`src/rtl/sync_fifo_reader.sv`:
```
// sync_fifo_reader: drains a sync_fifo read port onto a valid/ready stream.
// A 2-entry output buffer absorbs the FIFO's one-cycle read latency, so a
// consumer that is always ready receives one word per clock.
// Optional feature: define SYNC_FIFO_RD_CNT_EN to add the rd_cnt port, which
// counts accepted words and wraps at 2^CNT_W.
module sync_fifo_reader #(
  parameter int DW    = 8,
  parameter int CNT_W = 16
) (
  input  logic             clk,
  input  logic             rst,
  input  logic             rd_go,
  input  logic             fifo_empty,
  input  logic [DW-1:0]    fifo_data,
  output logic             fifo_rd_en,
  output logic             m_valid,
  input  logic             m_ready,
  output logic [DW-1:0]    m_data,
  output logic             busy
`ifdef SYNC_FIFO_RD_CNT_EN
  ,
  output logic [CNT_W-1:0] rd_cnt
`endif
);

  typedef enum logic [1:0] {
    IDLE  = 2'd0,
    RUN   = 2'd1,
    FLUSH = 2'd2
  } state_t;

  state_t        state_reg, state_next;
  logic [1:0]    occ_reg, occ_next;
  logic          inflight_reg;
  logic [DW-1:0] head_reg, head_next;
  logic [DW-1:0] tail_reg, tail_next;
  logic          pop;
  logic [2:0]    pending;

  // The counter must hold at least one bit.
  if (CNT_W < 1) begin : g_cnt_w_check
    $error("CNT_W must be at least 1");
  end

  // Stream handshake, read request and activity flag. pending is the number
  // of words that will occupy the buffer once this cycle's pop and capture
  // settle; a new read is only safe while that leaves a free slot.
  always_comb begin
    m_valid    = (occ_reg != 2'd0);
    m_data     = head_reg;
    pop        = m_valid & m_ready;
    pending    = {1'b0, occ_reg} + {2'b00, inflight_reg} - {2'b00, pop};
    fifo_rd_en = (state_reg == RUN) & ~fifo_empty & (pending < 3'd2);
    busy       = (state_reg != IDLE) | (occ_reg != 2'd0) | inflight_reg;
  end

  // Next-state logic: RUN fetches, FLUSH only delivers what is already
  // buffered or in flight and returns to IDLE once both are empty.
  always_comb begin
    state_next = state_reg;
    case (state_reg)
      IDLE:    if (rd_go) state_next = RUN;
      RUN:     if (!rd_go) state_next = FLUSH;
      FLUSH: begin
        if (rd_go)
          state_next = RUN;
        else if ((occ_reg == 2'd0) && !inflight_reg)
          state_next = IDLE;
      end
      default: state_next = IDLE;
    endcase
  end

  // Buffer update: capture appends at the tail, pop removes the head; when
  // both happen together the occupancy is unchanged and order is kept.
  always_comb begin
    occ_next  = occ_reg;
    head_next = head_reg;
    tail_next = tail_reg;
    case ({inflight_reg, pop})
      2'b01: begin
        if (occ_reg == 2'd2) head_next = tail_reg;
        occ_next = occ_reg - 2'd1;
      end
      2'b10: begin
        if (occ_reg == 2'd0) head_next = fifo_data;
        else                 tail_next = fifo_data;
        occ_next = occ_reg + 2'd1;
      end
      2'b11: begin
        if (occ_reg == 2'd1) begin
          head_next = fifo_data;
        end else begin
          head_next = tail_reg;
          tail_next = fifo_data;
        end
      end
      default: ;
    endcase
  end

  // State, buffer and in-flight registers; reset discards everything held.
  always_ff @(posedge clk or negedge rst) begin
    if (!rst) begin
      state_reg    <= IDLE;
      occ_reg      <= 2'd0;
      inflight_reg <= 1'b0;
      head_reg     <= '0;
      tail_reg     <= '0;
    end else begin
      state_reg    <= state_next;
      occ_reg      <= occ_next;
      inflight_reg <= fifo_rd_en;
      head_reg     <= head_next;
      tail_reg     <= tail_next;
    end
  end

`ifdef SYNC_FIFO_RD_CNT_EN
  logic [CNT_W-1:0] rd_cnt_reg;

  // Accepted-word counter, free-running with natural wrap.
  always_ff @(posedge clk or negedge rst) begin
    if (!rst)
      rd_cnt_reg <= '0;
    else if (pop)
      rd_cnt_reg <= rd_cnt_reg + CNT_W'(1);
  end

  assign rd_cnt = rd_cnt_reg;
`endif

endmodule

```
`config.mk`:
```
export PLATFORM = sky130hd
export DESIGN_NAME = sync_fifo_reader
export DESIGN_NICKNAME = d
export VERILOG_FILES = /design/src/rtl/sync_fifo_reader.sv
export SDC_FILE = /design/constraint.sdc
export NUM_CORES = 1
export LEC_CHECK = 0
export BUFFER_PORTS_ARGS = -buffer_cell sky130_fd_sc_hd__buf_2
export CAP_MARGIN = 20
export CORE_MARGIN = 2
export CORE_UTILIZATION = 45
export CTS_BUF_LIST = sky130_fd_sc_hd__clkbuf_8 sky130_fd_sc_hd__clkbuf_16
export DETAILED_ROUTE_END_ITERATION = 10
export PLACE_DENSITY = 0.7
export SYNTH_ARGS = -nofsm -noshare
export SYNTH_HDL_FRONTEND = slang
export SYNTH_SLANG_ARGS = --single-unit
```
`constraint.sdc`:
```
create_clock -name clk -period 2.9 [get_ports clk]
set_input_delay 0.58 -clock clk [delete_from_list [all_inputs] [get_ports clk]]
set_output_delay 0.58 -clock clk [all_outputs]
set_load 0.005 [all_outputs]
```
## Yosys cells after proc, flatten, opt, wreduce, memory -nomap -nowiden

Cells that the tools add are included.

| operators by class | value |
|---|---|
| add/sub/neg operators | 4 |
| multiply operators | 0 |
| divide/modulo/power cells | 0 |
| $lt $le $gt $ge | 1 |
| equality and inequality tests | 14 |
| shift-type cells | 0 |
| muxes and demuxes | 13 |
| bitwise logic cells | 6 |
| reductions and logical operators | 12 |

Operator list:

| kind | number |
|---|---|
| 8-bit 2-to-1 mux | 5 |
| 8-bit one-hot mux with 3 select lines | 1 |
| 8-bit one-hot mux with 2 select lines | 1 |
| 2-bit inequality test, second input constant | 6 |
| 3-bit AND reduction | 3 |
| 2-bit equality test, second input constant | 4 |
| 2-bit 2-to-1 mux | 4 |
| 2-bit nonzero test | 4 |
| 2-bit by 1-bit equality test with 1-bit output, second input constant | 3 |
| 2-bit one-hot mux with 3 select lines | 1 |
| 2-bit zero test | 2 |
| 2-bit one-hot mux with 2 select lines | 1 |
| 2-bit by 1-bit adder with 3-bit output | 1 |
| 1-bit AND | 3 |
| 3-bit by 2-bit < comparator with 1-bit output, second input constant | 1 |
| 3-bit inequality test, second input constant | 1 |
| 3-bit nonzero test | 1 |
| 3-bit by 1-bit subtractor with 3-bit output | 1 |
| 2-bit by 1-bit adder with 2-bit output, second input constant | 1 |
| 1-bit bitwise OR | 2 |
| 2-bit by 1-bit subtractor with 2-bit output, second input constant | 1 |
| 1-bit logical AND | 1 |
| 1-bit zero test | 1 |
| 1-bit inverter | 1 |

| word-level totals | value |
|---|---|
| bits in registers | 21 |
| bits in latches | 0 |
| memory bits (writable) | 0 |
| bits in read-only memories | 0 |
| input port bits | 13 |
| output and inout bits | 11 |
| word-level logic and storage cells | 55 |
| memories | 0 |

## Longest topological paths before layout

| depth | value |
|---|---|
| depth in word-level cells | 5 |
| gate-level depth with buffers | 9 |
| depth with buffers taken out | 9 |

## Least setup slack after synthesis

OpenSTA, ideal clock, no wires.

| timing | value |
|---|---|
| path type | flip-flop to output port |
| start point | register occ_reg[1] |
| end point | output port fifo_rd_en |
| arrival | 2193 ps |
| path slack | 127 ps |
| cell stages (with the launch flop) | 10 |
| path buffers | 0 |
| path through | dfrtp_1 inv_1 ha_1 inv_2 nand2_1 ha_1 nand2_1 fa_1 xor2_1 nor4b_1 |

| on the way | value |
|---|---|
| cells in the longest elaborated chain, start to end | 5 |

RTL lines:

| what | RTL line | source |
|---|---|---|
| start: declaration | 33 | `logic [1:0] occ_reg, occ_next;` |
| start signal: assignment | 112 | `occ_reg <= occ_next;` |
| 2-bit nonzero test | 49 | `m_valid = (occ_reg != 2'd0);` |
| net m_valid | 16 | `output logic m_valid,` |
| 1-bit AND | 51 | `pop = m_valid & m_ready;` |
| 3-bit by 1-bit subtractor with 3-bit output | 52 | `pending = {1'b0, occ_reg} + {2'b00, inflight_reg} - {2'b00, pop};` |
| 3-bit by 2-bit < comparator with 1-bit output | 53 | `fifo_rd_en = (state_reg == RUN) & ~fifo_empty & (pending < 3'd2);` |
| 1-bit AND | 53 |  |
| end: declaration | 15 | `output logic fifo_rd_en,` |

The timed path passes the listed nets, and every way through them passes these cells.

## Worst setup path in the final report

| timing | value |
|---|---|
| start point | register occ_reg[0] |
| end point | output port fifo_rd_en |

| on the way | value |
|---|---|
| cells in the longest elaborated chain, start to end | 5 |

RTL lines:

| what | RTL line |
|---|---|
| branches (longest 2 deep; another with 2-bit by 1-bit adder with 3-bit output) | n/a |
| 3-bit by 1-bit subtractor with 3-bit output * | 52 |
| 3-bit by 2-bit < comparator with 1-bit output * | 53 |
| 1-bit AND * | 53 |

Mark *: on every way between the ends.

==> impl_results.md <==
- CTS Buf Count: 3
- Port Buffers: 23
- Number of synthesized flops with an enable pin: 0
- Dominant cells by area after synthesis: dfrtp_1 (48%), mux2_2 (17%), ha_1 (9.2%)
- DRC: 0
- Grt met2 use: 32.1%
- Part of the power in combinational logic: 54.8%
- CP startpoint kind: register
- First-pass GRT wire length: 3550 um
- Clk pwr share: 12.5%
- Starting density of the core: 48.1%
- RD Place Congestion: 0.766
- Area growth syn-to-layout: 30.1%
- Setup Skew: 0.00140 ns
- Max Cap Viol: 0
- H-tree levels: 1
- Initial antenna violation count: 0
- Hold Fails Final Rpt: 0
- Top Ports: 24
- Nets: 141
- Largest net degree at the start of global routing: 22
- Remaining antenna violation count: 0
- Critical path endpoint category: output pin
- Status: finished, violations left
- Top-area cell type share of the netlist area: 48.4%
- Fraction of registers with async set/reset: 100%
- First drt pass iteration count: 4
- 1st-iter DRT viols: 6
- Tmin final: 2.90 ns
- Syn Area/Cell: 13.4 sq um
- Required time of the worst setup path: 2.32 ns
- Vias: 750
- Top cells by count, synth: dfrtp_1 (21), mux2_2 (16), a22o_1 (8), ha_1 (8)
- Clock sink total: 21
- Switching Fraction: 34.3%
- Grt ovf: 0
- Worst-Skew Late Latency: 0.26 ns
- Vias in the first global route: 826
- Synth Flop Type: dfrtp_1
- Layout cell share with drive strength beyond 1: 56.8%
- CTS max path bufs: 2
- Relative slew slack: 49.4%
- Busiest grt layer: met2
- Final Max Tran Viols: 0
- DRT Wirelength: 2260 um
- Crit Path Max Fanout: 3
- Hold WC Path Type: in -> async
- Setup ws final: -0.00265 ns
- Synth Register Bits: 21
- Core area: 0.00225 sq mm
- Leak: 0.000693 uW
- Distinct cells, synth: 23
- Worst slew pin tran: 0.737 ns
- Total power: 1530 uW
- Clk slew on worst S/H paths: 0.08 ns
- Hold_buf cts: 0
- Setup TNS Final: -0.00265 ns
- CTS tree: built
- Register area share after synthesis: 48.4%
- Syn Nets: 103
- Syn Std Cell Area: 0.00108 sq mm
- FMAX: 0.345 GHz
- Global Route met3 Usage: 3.67%
- Filler Cell Count: 192
- Most frequent cell after synthesis: dfrtp_1
- Failing checks: negative setup slack
- Clock root buffer: clkbuf_8
- Die H: 53.1 um
- DR WL/cell: 15.5 um
- Sequential fraction of design power: 32.6%
- Vias per cell: 5.14
- WS Path Type: reg -> out
- Met1 Track Usage GR: 20.9%
- Part of the cycle the worst path needs: 100%
- Peak VDD IR: 0.556 mV
- Die ar.: 0.00282 sq mm
- Worst setup startpoint: occ_reg[0]
- Switching power: 524 uW
- Worst hold slack: 0.265 ns
- Die span in x: 53.1 um
- Mapped Cells: 81
- GRT Util Overall: 18.2%
- Detail Placement HPWL: 1510 um
- PwrDens: 1080 mW/mm^2
- Post-synth top area cell: dfrtp_1
- RR Startpoint: occ_reg[0]
- Yosys warns: 0
- Setup violations, final: 1
- Ant. Diodes: 0
- Pint: 1010 uW
- Worst Path Arrival: 2.32 ns
- Unrepaired setup endpoints after global routing: yes
- Rows: 17
-- power by group through the flow --
stage,sequential (uW),combinational [uW],clock (uW)
floorplan,504,460,0
global placement,491,642,0
detailed placement,505,667,0
CTS,498,721,198
global route,515,921,213
finish,499,838,191
-- worst max-delay path, stage by stage, from the launching register on --
cell     delay, ns
dfrtp_1       0.37
inv_2         0.06
ha_4          0.17
inv_4         0.07
nand2_4       0.07
ha_4          0.29
nand2_4       0.05
fa_2          0.40
xor2_2        0.16
nor4b_2       0.27
buf_2         0.16
-- per-layer routing --
metal	routed length, um	part of all wire, %
met1	975	43
met2	1170	52
met3	101	4.5
met4	18	0.80
met5	0	0
-- through the flow --
step                      worst slack, ns  area (sq um)  cells  util, %
after floorplan                     0.127          1080     81        -
after global placement              0.152          1250    134     55.3
after detailed placement           0.0692          1250    134     55.3
after CTS                          0.0123          1340    142     59.3
after global routing              -0.0761          1410    146     62.6
final                            -0.00265          1410    146     62.6
-- area by class of cell --
class / count / area, sq um / area share (%)
timing repair buffer: 34 / 198 / 14.0
tap: 28 / 35.0 / 2.48
clock inverter: 1 / 5.00 / 0.355
multi-input combinational: 53 / 582 / 41.2
sequential: 21 / 526 / 37.2
inverter: 6 / 25.0 / 1.77
clock buffer: 3 / 41.3 / 2.93
-- placed cells by master, fill, tap and decap left out --
cell type  count
inv_2          3
nand2_1        3
clkbuf_8       3
clkinv_2       1
o211ai_2       1
mux2_2        16
dfrtp_1       21
or3_1          1
fa_2           1
inv_4          1
xor2_2         1
ha_4           2
o21ai_0        1
mux2i_1        1
a21oi_1        1
or2b_1         1
buf_2         23
nand2b_1       1
a221oi_4       1
nand3b_1       1
a21boi_0       1
xnor2_1        1
buf_4         11
nand2_4        2
xor2_1         1
inv_1          2
nor4b_2        1
ha_1           6
a21o_1         1
a22o_1         8
-- logic make-up after synthesis --
group	count (synthesis)	synth area share [%]
adders and majority gates	9	11.1
and+or+nand+nor	10	5.08
AOI/OAI and AO/OA	14	12.3
buffers and inverters	7	3.11
xor gates and xnor gates	3	2.42
DFF	21	48.4
muxes	17	17.5
-- worst paths after layout --
kind | to | cells after the start | slack [ns]
worst max-delay path | fifo_rd_en | 10 | -0.003
worst min-delay path | inflight_reg | 1 | 0.26
worst max register to register | m_data[3] | 8 | 0.67
worst min register to register | m_data[0] | 1 | 0.50
max in group asynchronous | m_data[0] | 1 | 2.31
min in group clk | state_reg[1] | 2 | 0.48
-- repair_timing --
action	4_1_cts	5_1_grt
buffers inserted	4	4
setup endpoints to repair	1	1
resized for setup	4	10
pin swaps	3	7
Power figures use the tool's default switching activity.
